<file path="config.mk">
export PLATFORM = sky130hd
export DESIGN_NAME = voice_allocator
export DESIGN_NICKNAME = d
export VERILOG_FILES = /design/src/rtl/voice_allocator.sv
export SDC_FILE = /design/constraint.sdc
export NUM_CORES = 1
export LEC_CHECK = 0
export CELL_PAD_IN_SITES_DETAIL_PLACEMENT = 0
export CELL_PAD_IN_SITES_GLOBAL_PLACEMENT = 1
export CORE_MARGIN = 5
export CORE_UTILIZATION = 36
export DETAILED_ROUTE_END_ITERATION = 7
export PLACE_DENSITY_LB_ADDON = 0.25
export REMOVE_ABC_BUFFERS = 1
export SLEW_MARGIN = 15
export SYNTH_ARGS = -nofsm -noshare
export SYNTH_HDL_FRONTEND = slang
export SYNTH_SLANG_ARGS = --single-unit
</file>
<file path="constraint.sdc">
create_clock -name clk -period 2.7 [get_ports clk]
set_input_delay 0.675 -clock clk [delete_from_list [all_inputs] [get_ports clk]]
set_output_delay 0.675 -clock clk [all_outputs]
set_load 0.02 [all_outputs]
</file>
<file path="src/rtl/voice_allocator.sv">
// Polyphonic voice allocator: maps note-on/off events onto a bank of adsr gates,
// reusing finished voices first and stealing the least recently allocated one otherwise.
module voice_allocator #(
  parameter int NUM_VOICES = 4
) (
  input  logic                    clk,
  input  logic                    reset,
  input  logic                    ev_valid,
  output logic                    ev_ready,
  input  logic                    ev_on,
  input  logic [6:0]              ev_note,
  input  logic [6:0]              ev_velocity,
  input  logic [NUM_VOICES-1:0]   voice_active,
  output logic [NUM_VOICES-1:0]   gate,
  output logic [NUM_VOICES*7-1:0] voice_note,
  output logic [NUM_VOICES*7-1:0] voice_velocity,
  output logic                    stole
);

  localparam int AW = $clog2(NUM_VOICES);

  typedef enum logic {
    READY,
    RETRIG
  } state_e;

  state_e                stateQ, stateD;
  logic [NUM_VOICES-1:0] gateQ, gateD;
  logic [6:0]            noteQ [NUM_VOICES];
  logic [6:0]            noteD [NUM_VOICES];
  logic [6:0]            velQ  [NUM_VOICES];
  logic [6:0]            velD  [NUM_VOICES];
  logic [AW-1:0]         ageQ  [NUM_VOICES];
  logic [AW-1:0]         ageD  [NUM_VOICES];
  logic [AW-1:0]         pendQ, pendD;
  logic                  stoleQ, stoleD;

  logic                  isOff;
  logic [NUM_VOICES-1:0] heldMatch;
  logic [NUM_VOICES-1:0] freeVec;
  logic                  anyMatch;
  logic                  anyFree;
  logic [AW-1:0]         matchIdx;
  logic [AW-1:0]         freeIdx;
  logic [AW-1:0]         oldestIdx;
  logic                  touch;
  logic [AW-1:0]         touchIdx;

  // Candidate voices; descending scans leave the lowest matching index selected.
  always_comb begin
    isOff     = !ev_on || (ev_velocity == 7'd0);
    heldMatch = '0;
    freeVec   = '0;
    matchIdx  = '0;
    freeIdx   = '0;
    oldestIdx = '0;
    for (int i = NUM_VOICES - 1; i >= 0; i--) begin
      heldMatch[i] = gateQ[i] && (noteQ[i] == ev_note);
      freeVec[i]   = !gateQ[i] && !voice_active[i];
      if (heldMatch[i]) matchIdx = AW'(i);
      if (freeVec[i]) freeIdx = AW'(i);
      if (ageQ[i] == AW'(NUM_VOICES - 1)) oldestIdx = AW'(i);
    end
    anyMatch = |heldMatch;
    anyFree  = |freeVec;
  end

  // Event handling and LRU update.
  always_comb begin
    stateD   = stateQ;
    gateD    = gateQ;
    noteD    = noteQ;
    velD     = velQ;
    pendD    = pendQ;
    stoleD   = 1'b0;
    touch    = 1'b0;
    touchIdx = '0;

    case (stateQ)
      RETRIG: begin
        gateD[pendQ] = 1'b1;
        stateD       = READY;
      end
      default: begin
        if (ev_valid) begin
          if (isOff) begin
            if (anyMatch) gateD[matchIdx] = 1'b0;
          end else if (anyMatch) begin
            velD[matchIdx]  = ev_velocity;
            gateD[matchIdx] = 1'b0;
            pendD           = matchIdx;
            touch           = 1'b1;
            touchIdx        = matchIdx;
            stateD          = RETRIG;
          end else if (anyFree) begin
            noteD[freeIdx] = ev_note;
            velD[freeIdx]  = ev_velocity;
            gateD[freeIdx] = 1'b1;
            touch          = 1'b1;
            touchIdx       = freeIdx;
          end else begin
            noteD[oldestIdx] = ev_note;
            velD[oldestIdx]  = ev_velocity;
            gateD[oldestIdx] = 1'b0;
            pendD            = oldestIdx;
            stoleD           = 1'b1;
            touch            = 1'b1;
            touchIdx         = oldestIdx;
            stateD           = RETRIG;
          end
        end
      end
    endcase

    for (int i = 0; i < NUM_VOICES; i++) begin
      ageD[i] = ageQ[i];
      if (touch && (ageQ[i] < ageQ[touchIdx])) ageD[i] = ageQ[i] + AW'(1);
    end
    if (touch) ageD[touchIdx] = '0;
  end

  always_ff @(posedge clk or posedge reset) begin
    if (reset) begin
      stateQ <= READY;
      gateQ  <= '0;
      pendQ  <= '0;
      stoleQ <= 1'b0;
      for (int i = 0; i < NUM_VOICES; i++) begin
        noteQ[i] <= '0;
        velQ[i]  <= '0;
        ageQ[i]  <= AW'(i);
      end
    end else begin
      stateQ <= stateD;
      gateQ  <= gateD;
      pendQ  <= pendD;
      stoleQ <= stoleD;
      noteQ  <= noteD;
      velQ   <= velD;
      ageQ   <= ageD;
    end
  end

  always_comb begin
    ev_ready = (stateQ == READY);
    gate     = gateQ;
    stole    = stoleQ;
    for (int i = 0; i < NUM_VOICES; i++) begin
      voice_note[i*7 +: 7]     = noteQ[i];
      voice_velocity[i*7 +: 7] = velQ[i];
    end
  end

endmodule

</file>
==> run_results.csv <==
group,metric,value,unit
critical_path,crit_type,"input port to flop",
synthesis,synthSimpleGateAreaFrac,0.117,
floorplan,core_area,0.0104,sq mm
layout,layout_commonest_cell,"buf_4",
place,port_buffers,83,
power_and_ir_drop,p_int,3.81,mW
synthesis,seq_area_frac_synth,0.466,
sta,slew_viol_final,0,
global_route,grt_pass1_wl,18300,um
place,dpl_cell_area,0.00542,sq mm
power_and_ir_drop,netSwitchingPower,2.58,mW
power_and_ir_drop,power_density,1100,mW/mm^2
sta,final_hold_viol_count,0,
synthesis,syn_avg_cell_area,11.6,sq um
global_route,antenna_found_initial,0,
route,drt_iter0_drc,181,
place,gp_congestion,0.896,
synthesis,synth_edf_count,0,
route,vias_per_cell,5.11,
critical_path,crit_fanout,5,
route,first_pass_iters,4,
synthesis,synthXorXnorAreaFrac,0.0633,
route,num_vias,3287,
run,cap_violations,0,
synthesis,synthMuxAreaShare,0.166,
global_route,track_usage,0.179,
critical_path,critPathCaptureType,"flop",
route,routed.top_layer,"met4",
route,ant_nets,0,
layout,area_delta_synth_final,49.5,%
synthesis,synth_top_family_by_area,"multiplexers",
global_route,grt_pass1_vias,3531,
cts,cts_sinks,72,
synthesis,synth_cells,334,
cts,cts_tree,"done",
power_and_ir_drop,p_comb_frac,0.558,
synthesis,ys_types,62,
global_route,overflow,0,
route,wl_met3,515,um
sta,final.setup.worst_slack,0.0554,ns
floorplan,die_x,114,um
synthesis,synthArstFlopShare,1.00,
layout,final_cell_mix,"buf_4, clkdlybuf4s50_1, dfrtp_1, mux2_2, nor2_1",
synthesis,netlist_area,0.00387,sq mm
sta,max_freq,0.378,GHz
floorplan,dieArea,0.0129,sq mm
power_and_ir_drop,p_sw_frac,0.404,
critical_path,cp.required,2.97,ns
place,dpl.hpwl,8320,um
power_and_ir_drop,clockPowerShare,0.129,
floorplan,start_util,0.372,
synthesis,synth_compound_area_frac,0.134,
synthesis,ys_ff_latch,72,
power_and_ir_drop,irDropWorstVdd,0.584,mV
cts,clk_latency,0.36,ns
route,met1Wirelength,5100,um
cts,cts-root-buf,"clkbuf_8",
place,dp_worst_setup_slack,-0.695,ns
worst_hold_path,hold_class,"flop to flop",
synthesis,ys.flop_type,"dfrtp_1",
sta,setup_violations,0,
floorplan,fp.dieH,114,um
floorplan,rows,37,
power_and_ir_drop,p_seq_frac,0.314,
layout,drive_above_1_share,0.412,
layout,fillers,952,
run_status,status,"complete, no violations",
sta,tightest_slew,0.487,ns
critical_path,startpoint_type,"input port",
synthesis,synthAdderAreaFrac,0.0129,
sta,finalClockSkew,0.0125,ns
layout,antennaDiodeCount,0,
route,drc,0,
critical_path,worstPathArrival,2.91,ns
sta,finalCritPeriodShare,0.979,
route,wire_per_inst,17.3,um
cts,cts_buffers,9,
layout,final_area,0.00579,sq mm
sta,slew_headroom,0.675,
cts,htreeDepth,3,
layout,final_nets,528,
worst_hold_path,hold_depth,1,
synthesis,yosysWarnings,0,
route,routed_wl,11100,um
sta,post-route-min-period,2.64,ns
global_route,grt_max_degree,39,
power_and_ir_drop,leakage,2.55,nW
cts,path_clk_slew,0.09,ns
cts,clk_path_buf_depth,2,
route,met2_length,5280,um
floorplan,ioPinCount,84,
critical_path,r2r_cells,10,
## routing by layer
| metal | up-vias | track usage |
|---|---|---|
| met3 | 12 | 0.0366 |
| met4 | 0 | 0.0801 |
| li1 | 1567 | - |
| met2 | 86 | 0.277 |
| met5 | - | 0 |
| met1 | 1622 | 0.241 |
## per-stage QoR
step	TNS (ns)	utilization	hold slack [ns]	instances	total power, mW
6_report	0	0.556	0.515	643	6.39
5_1_grt	-0.00957	0.556	0.540	643	6.80
4_1_cts	0	0.551	0.518	641	6.39
3_5_place_dp	-35.70	0.520	0.494	622	5.45
3_3_place_gp	-32.39	0.520	0.493	622	5.42
2_1_floorplan	-0.864	-	0.520	320	3.77
## synth_stat cells, types with 5 or more instances
cell type	count	area, sq um
mux2_2	57	642
nor2_1	24	90.1
a21oi_1	11	55.1
nand4_1	5	31.3
o21ai_0	8	40.0
xor2_1	12	105
inv_1	14	52.6
buf_6	6	67.6
buf_2	5	25.0
a31oi_1	5	31.3
nand2_1	12	45.0
nand3_1	9	45.0
xnor2_1	16	140
dfrtp_1	68	1700
## worst max-delay path, cell delays in order
cell             delay [ns]
clkdlybuf4s50_1        0.53
o22a_1                 0.21
a31oi_1                0.11
nor2_2                 0.20
a31oi_2                0.15
or2_4                  0.30
o211ai_4               0.26
o41ai_2                0.11
a2111oi_2              0.36
## path summary, 6_finish.rpt
kind / slack [ns] / end / startpoint
setup / recovery: 0.06 / ageQ[1]$_DFF_PP1_ / voice_active[3]
hold / removal: 0.52 / voice_velocity[13]$_DFFE_PP0P_ / voice_velocity[13]$_DFFE_PP0P_
setup reg to reg: 0.12 / ageQ[7]$_DFF_PP0_ / ageQ[0]$_DFF_PP1_
hold reg to reg: 0.52 / voice_velocity[13]$_DFFE_PP0P_ / voice_velocity[13]$_DFFE_PP0P_
max in group asynchronous: 1.59 / ageQ[3]$_DFF_PP1_ / reset
min in group asynchronous: 0.73 / voice_velocity[1]$_DFFE_PP0P_ / reset
## cells by family (layout without fill, tap and decap cells)
logic type      count (synthesis)  in the layout
flops                          72             72
mux                            57             57
simple gates                   80             80
xor+xnor                       28             28
fa+ha+maj                       4              4
buf+inv                        28            201
compound gates                 65             65
## power by group through the flow
stage               clock, mW  combinational (mW)  sequential (mW)
detailed placement          0                3.44             2.00
floorplan                   0                1.27             2.50
global placement            0                3.42             2.00
CTS                     0.848                3.54             2.00
finish                  0.824                3.56             2.00
global route            0.903                3.81             2.08
## timing repair
| action | 4_1_cts | 5_1_grt |
|---|---|---|
| setup buffers | 3 | 2 |
| setup endpoints to repair | 54 | 18 |
| hold buffers | 0 | 0 |
| gates cloned | 0 | 0 |
| pin swaps | 14 | 12 |
| resized for setup | 29 | 28 |
## layout make-up
type / count / area, sq um / share of cell area
sequential: 72 / 1810 / 0.312
clock buffer: 9 / 124 / 0.0214
multi-input combinational: 234 / 2050 / 0.354
inverter: 14 / 52.6 / 0.00907
timing repair buffer: 171 / 1530 / 0.263
clock inverter: 7 / 61.3 / 0.0106
tap: 136 / 170 / 0.0294
## state kept, by name, indices dropped and copies added (netlist names)
signal,flops
voice_note,28
voice_velocity,28
ageQ,8
gate,4
pendQ,2
stateQ,1
stole,1
Power figures use the tool's default switching activity.
